$ cat src/rtl/stage_memory.sv
// Memory pipeline stage: passes execute results through, or runs a lane-serial vector load/store
// over a single-lane req/ack bus. Optional per-lane ack timeout under STAGE_MEMORY_TIMEOUT_EN.
module stage_memory #(
   parameter int unsigned registerSize  = 8,
   parameter int unsigned vectorSize    = 4,
   parameter int unsigned addrSize      = 16,
   parameter int unsigned timeoutCycles = 15
) (
   input  logic                                 clk,
   input  logic                                 reset,
   input  logic                                 valid_in,
   input  logic [1:0]                           memOp,
   input  logic [addrSize-1:0]                  address,
   input  logic [vectorSize*registerSize-1:0]   vect_in,
   output logic                                 stall,
   output logic [vectorSize*registerSize-1:0]   vect_out,
   output logic                                 valid_out,
   output logic                                 mem_req,
   output logic                                 mem_we,
   output logic [addrSize-1:0]                  mem_addr,
   output logic [registerSize-1:0]              mem_wdata,
   input  logic [registerSize-1:0]              mem_rdata,
   input  logic                                 mem_ack,
   output logic                                 mem_error
);

   localparam int unsigned VEC_W  = vectorSize * registerSize;
   localparam int unsigned LANE_W = (vectorSize > 1) ? $clog2(vectorSize) : 1;
   localparam logic [LANE_W-1:0] LAST_LANE = LANE_W'(vectorSize - 1);
   localparam logic [1:0] OP_LOAD  = 2'b01;
   localparam logic [1:0] OP_STORE = 2'b10;

   typedef enum logic {IDLE, XFER} state_e;

   state_e              state_q, state_d;
   logic [LANE_W-1:0]   lane_q, lane_d;
   logic [addrSize-1:0] base_q, base_d;
   logic [VEC_W-1:0]    store_q, store_d;
   logic                is_load_q, is_load_d;
   logic [VEC_W-1:0]    buf_q, buf_d;
   logic [VEC_W-1:0]    vect_out_q, vect_out_d;
   logic                valid_q, valid_d;

`ifdef STAGE_MEMORY_TIMEOUT_EN
   localparam int unsigned TMO_W = (timeoutCycles > 1) ? $clog2(timeoutCycles) : 1;
   logic [TMO_W-1:0]    wait_q, wait_d;
   logic                err_q, err_d;
`endif

   // Bus outputs derive only from registers, so an async reset drops them at once
   assign stall     = (state_q == XFER);
   assign mem_req   = (state_q == XFER);
   assign mem_we    = (state_q == XFER) & ~is_load_q;
   assign mem_addr  = base_q + addrSize'(lane_q);
   assign mem_wdata = store_q[lane_q*registerSize +: registerSize];
   assign vect_out  = vect_out_q;
   assign valid_out = valid_q;

   // State register
   always_ff @(posedge clk or negedge reset) begin
      if (!reset) begin
         state_q    <= IDLE;
         lane_q     <= '0;
         base_q     <= '0;
         store_q    <= '0;
         is_load_q  <= 1'b0;
         buf_q      <= '0;
         vect_out_q <= '0;
         valid_q    <= 1'b0;
`ifdef STAGE_MEMORY_TIMEOUT_EN
         wait_q     <= '0;
         err_q      <= 1'b0;
`endif
      end else begin
         state_q    <= state_d;
         lane_q     <= lane_d;
         base_q     <= base_d;
         store_q    <= store_d;
         is_load_q  <= is_load_d;
         buf_q      <= buf_d;
         vect_out_q <= vect_out_d;
         valid_q    <= valid_d;
`ifdef STAGE_MEMORY_TIMEOUT_EN
         wait_q     <= wait_d;
         err_q      <= err_d;
`endif
      end
   end

   // Next-state and datapath
   always_comb begin
      state_d    = state_q;
      lane_d     = lane_q;
      base_d     = base_q;
      store_d    = store_q;
      is_load_d  = is_load_q;
      buf_d      = buf_q;
      vect_out_d = vect_out_q;
      valid_d    = 1'b0;
`ifdef STAGE_MEMORY_TIMEOUT_EN
      wait_d     = wait_q;
      err_d      = err_q;
`endif
      case (state_q)
         IDLE: begin
            if (valid_in) begin
               if (memOp == OP_LOAD || memOp == OP_STORE) begin
                  base_d    = address;
                  store_d   = vect_in;
                  is_load_d = (memOp == OP_LOAD);
                  lane_d    = '0;
                  state_d   = XFER;
`ifdef STAGE_MEMORY_TIMEOUT_EN
                  wait_d    = '0;
`endif
               end else begin
                  vect_out_d = vect_in;
                  valid_d    = 1'b1;
               end
            end
         end
         XFER: begin
            if (mem_ack) begin
`ifdef STAGE_MEMORY_TIMEOUT_EN
               wait_d = '0;
`endif
               if (is_load_q) begin
                  buf_d[lane_q*registerSize +: registerSize] = mem_rdata;
               end
               if (lane_q == LAST_LANE) begin
                  // Final lane bypasses the buffer so the result is ready on this edge
                  vect_out_d = buf_d;
                  vect_out_d[LAST_LANE*registerSize +: registerSize] =
                     is_load_q ? mem_rdata : store_q[LAST_LANE*registerSize +: registerSize];
                  valid_d = 1'b1;
                  lane_d  = '0;
                  state_d = IDLE;
               end else begin
                  lane_d = lane_q + LANE_W'(1);
               end
            end
`ifdef STAGE_MEMORY_TIMEOUT_EN
            else if (wait_q == TMO_W'(timeoutCycles - 1)) begin
               vect_out_d = '0;
               valid_d    = 1'b1;
               err_d      = 1'b1;
               lane_d     = '0;
               wait_d     = '0;
               state_d    = IDLE;
            end else begin
               wait_d = wait_q + TMO_W'(1);
            end
`endif
         end
         default: state_d = IDLE;
      endcase
   end

`ifdef STAGE_MEMORY_TIMEOUT_EN
   assign mem_error = err_q;
`else
   assign mem_error = 1'b0;
`endif

endmodule

$ cat config.mk
export PLATFORM = sky130hd
export DESIGN_NAME = stage_memory
export DESIGN_NICKNAME = d
export VERILOG_FILES = /design/src/rtl/stage_memory.sv
export SDC_FILE = /design/constraint.sdc
export NUM_CORES = 1
export LEC_CHECK = 0
export CELL_PAD_IN_SITES_DETAIL_PLACEMENT = 2
export CELL_PAD_IN_SITES_GLOBAL_PLACEMENT = 2
export CORE_UTILIZATION = 32
export CTS_BUF_LIST = sky130_fd_sc_hd__clkbuf_8 sky130_fd_sc_hd__clkbuf_16
export DETAILED_ROUTE_END_ITERATION = 10
export PLACE_DENSITY = 0.82
export SLEW_MARGIN = 15
export SYNTH_ARGS = -nofsm -noshare
export SYNTH_HDL_FRONTEND = slang
export SYNTH_SLANG_ARGS = --single-unit
$ cat constraint.sdc
create_clock -name clk -period 4.02 [get_ports clk]
set_clock_uncertainty 0.1 [all_clocks]
set_input_delay 1.206 -clock clk [delete_from_list [all_inputs] [get_ports clk]]
set_output_delay 1.206 -clock clk [all_outputs]
set_load 0.02 [all_outputs]
==> run_results.csv <==
group,metric,value,unit
flow_run,cap_viol_max_count,0,
setup_path,family_with_the_most_delay_on_the_worst_path,"simple AND/OR/NAND/NOR gates",
outcome,run_status,"complete, no violations",
sta,setup_tns,0,ns
synthesis,post_synth_inst_count,451,
worst_hold_path,hp-class,"flip-flop to flip-flop",
grt,initial_antenna_violation_count,1,
die,fp.dieArea,16900,um2
setup_path,crit_cells,8,
sta,tightest_slew,1.05,ns
pwr,finalPower,5.74,mW
finish,syn2layout_area_growth,33.8,%
sta,final_hold_violation_count,0,
synthesis,synth_nets,522,
die,horizontal_extent_of_the_die,130,um
grt,grt.met1_usage,0.276,
drt,viasPerCell,5.32,
synthesis,async_flop_share,1.00,
grt,grt_start_max_net_pins,82,
pwr,power_density,818,nW/um2
synthesis,synth_cell_types,42,
grt,globalRouteOverflowTotal,0,
synthesis,post_synthesis_cell_area,5240,um2
clocking,clock-root-buffer,"sky130_fd_sc_hd__clkbuf_16",
sta,report.final.slew_viol_count,0,
grt,via_count_of_the_first_global_routing_pass,4767,
sta,final_critical_path_setup_slack,0.192,ns
clocking,tritoncts,"done",
clocking,cts_buffer_depth,2,
placed_design,finalWeightedCongestion,0.817,
sta,achievable-frequency,0.261,GHz
grt,globalRouteMet3Util,0.0353,
clocking,clkSlewWorstSetupHoldPaths,0.07,ns
grt,busiest_layer,"met2",
grt,first_pass_grt_wire_length,28100,um
finish,final_net_count,640,
setup_path,timing.critical_path.slowest_stage_cell,"sky130_fd_sc_hd__fa_1",
drt,detail_route.wl_per_cell,22.8,um
pwr,power_switching,2.31,mW
synthesis,synth_flop_cell,"sky130_fd_sc_hd__dfrtp_1",
clocking,cts_setup_buffers,0,
setup_path,setup.worst_path.end_class,"output port",
setup_path,cp.buffers_inverters,2,
synthesis,synth_edf_count,0,
setup_path,largest_fanout_on_the_critical_path,5,
grt,met2_grt_util,0.404,
clocking,cts_buf_count,9,
clocking,clock_sinks,109,
drt,vias,4209,
setup_path,timing.critical_path.arrival,2.52,ns
synthesis,ys_warn_count,0,
synthesis,synth_seq_cells,109,
clocking,h-tree-depth,3,
die,fp.coreArea,15900,um2
pwr,pwr-share-clk,0.172,
setup_path,r2r.worst_path.cells,7,
setup_path,crit_type,"flip-flop to output port",
drt,dr.pass1.iters,5,
sta,unrepaired_setup_endpoints_after_global_routing,"no",
setup_path,worstPathRequired,2.71,ns
placed_design,detailed_place_hpwl,13500,um
pwr,share_seq_of_total_power,0.337,
die,top_level_ports,123,
pwr,combinationalPowerShare,0.491,
sta,hold-worst-slack,0.392,ns
pwr,peakVddDrop,0.311,mV
synthesis,postSynthAreaPerCell,11.6,um2
sta,final_min_period_over_clock_period,0.952,
worst_hold_path,hold_path_depth,2,
drt,initial_drc_count,116,
setup_path,critical_path_s_largest_stage_delay,0.41,ns
drt,drc,0,
sta,slew_headroom,0.301,
synthesis,ys_seq_area_frac,0.520,
pwr,power.share.switching,0.402,
die,start_util,0.329,
setup_path,crit_path_start_kind,"flip-flop",
clocking,clkLatencyLatePin,0.36,ns
placed_design,buffer_ports.inserted,121,
drt,totalWireLength,18000,um
finish,layout-drive-gt1-share,0.167,
die,die-height,130,um
setup_path,worstPathCellList,"ha_1 -> inv_1 -> fa_1 -> and3b_2 -> nand3_1 -> nor2_1 -> xor2_1 -> dlygate4sd2_1",
grt,track_usage,0.230,
sta,final-setup-viol-count,0,
pwr,total_leakage_power,2.92,nW
die,num_rows,46,
clocking,hold_buffers,0,
sta,post-route-min-period,3.83,ns
pwr,internal_power,3.43,mW
drt,antenna_violating_nets_remaining,0,
placed_design,setup_ws_pre_cts,0.212,ns
placed cells by master (no fill, tap or decap), types with 3 or more instances in the layout:
master,netlist,routed
sky130_fd_sc_hd__o21ai_1,7,7
sky130_fd_sc_hd__clkdlybuf4s50_1,0,111
sky130_fd_sc_hd__nand3_1,8,8
sky130_fd_sc_hd__dlygate4sd2_1,0,5
sky130_fd_sc_hd__nor2_4,3,3
sky130_fd_sc_hd__a221oi_1,15,15
sky130_fd_sc_hd__mux2_2,48,48
sky130_fd_sc_hd__and3_1,3,3
sky130_fd_sc_hd__dlymetal6s2s_1,0,4
sky130_fd_sc_hd__and4_1,3,3
sky130_fd_sc_hd__a32o_1,3,3
sky130_fd_sc_hd__buf_4,11,11
sky130_fd_sc_hd__a31oi_1,8,8
sky130_fd_sc_hd__mux2i_1,8,8
sky130_fd_sc_hd__and2_1,3,3
sky130_fd_sc_hd__nor2_1,21,21
sky130_fd_sc_hd__xnor2_1,12,12
sky130_fd_sc_hd__nand4_1,5,5
sky130_fd_sc_hd__clkbuf_16,0,9
sky130_fd_sc_hd__inv_1,6,7
sky130_fd_sc_hd__a22o_1,20,20
sky130_fd_sc_hd__mux4_2,8,8
sky130_fd_sc_hd__dfrtp_1,109,109
sky130_fd_sc_hd__nand2_1,53,53
sky130_fd_sc_hd__o21ai_0,39,39
sky130_fd_sc_hd__ha_1,8,8
sky130_fd_sc_hd__a21oi_1,14,14
worst reg2reg max path, stage by stage, from the launching register on:
cell,delay [ns]
sky130_fd_sc_hd__dfrtp_1,0.35
sky130_fd_sc_hd__buf_4,0.32
sky130_fd_sc_hd__inv_1,0.18
sky130_fd_sc_hd__ha_1,0.45
sky130_fd_sc_hd__nand3b_4,0.14
sky130_fd_sc_hd__nor3_1,0.50
sky130_fd_sc_hd__a221oi_1,0.25
sky130_fd_sc_hd__o21ai_0,0.21
per-stage QoR:
step                cell area (um2)  cells  utilization
detailed placement             6690    774        0.419
CTS                            7010    790        0.439
global route                   7020    790        0.440
floorplan                      5240    451            -
global placement               6690    774        0.419
finish                         7020    791        0.440
power by group through the flow:
| stage | Clock, mW | Sequential, mW | Combinational, mW |
|---|---|---|---|
| 6_report | 0.986 | 1.94 | 2.82 |
| 3_5_place_dp | 0 | 1.96 | 2.86 |
| 2_1_floorplan | 0 | 1.99 | 1.49 |
| 3_3_place_gp | 0 | 1.90 | 2.74 |
| 4_1_cts | 1.01 | 1.95 | 2.88 |
| 5_1_grt | 1.04 | 1.99 | 3.04 |
cell type report:
| class | count | area (um2) |
|---|---|---|
| diodes | 1 | 2.50 |
| clock buffers | 9 | 225 |
| clock inverters | 7 | 97.6 |
| fillers | 1649 | 8920 |
| inverters | 8 | 30.0 |
| multi-input cells | 308 | 2340 |
| flip-flops and latches | 109 | 2730 |
| well taps | 216 | 270 |
| repair buffers | 133 | 1330 |
cell usage after synthesis, drive strengths merged, types with 6 or more instances:
cell	instances	area [um2]
mux2	48	541
o21ai	46	230
a31oi	8	50.1
buf	20	128
xnor2	12	105
ha	8	100
a221oi	15	131
clkbuf	6	22.5
mux4	8	180
inv	8	30.0
nand3	9	50.1
nor2	25	119
mux2i	8	80.1
a21oi	14	70.1
a22o	20	175
nand2	53	199
dfrtp	109	2730
state kept, by name, summed over array words and instances (netlist names):
signal,cells
store_q,32
valid_out,1
base_q,16
is_load_q,1
lane_q,2
mem_req,1
vect_out,32
buf_q,24
kinds of logic (layout without fill, tap and decap cells):
family / after synthesis / count (layout) / share of synthesized area
fa+ha+maj: 9 / 9 / 0.0229
simple gates: 111 / 111 / 0.110
other cells: 1 / 2 / 0.000715
compound gates: 109 / 109 / 0.135
flops: 109 / 109 / 0.520
mux: 64 / 64 / 0.153
buf+inv: 34 / 157 / 0.0344
xor+xnor: 14 / 14 / 0.0234
layer usage:
layer | share of wire | vias to the layer above
li1 | - | 1876
met4 | 0.031 | 0
met2 | 0.52 | 126
met1 | 0.41 | 2180
met5 | 0 | -
met3 | 0.043 | 27
final timing paths:
| kind | from | to | slack, ns |
|---|---|---|---|
| setup / recovery | base_q[0] | mem_addr[10] | 0.19 |
| hold / removal | vect_out[30] | vect_out[30] | 0.39 |
| setup reg to reg | lane_q[0] | vect_out[8] | 1.44 |
| min in group asynchronous | reset | base_q[12] | 0.91 |
| hold reg to reg | vect_out[30] | vect_out[30] | 0.39 |
| max in group asynchronous | reset | store_q[13] | 2.05 |
what timing repair did:
| action | in CTS | in global routing |
|---|---|---|
| endpoints found under the setup margin | 7 | 4 |
| pin swaps | 0 | 0 |
| resized for setup | 6 | 4 |
Note: power is estimated with default switching activity, not from simulation.
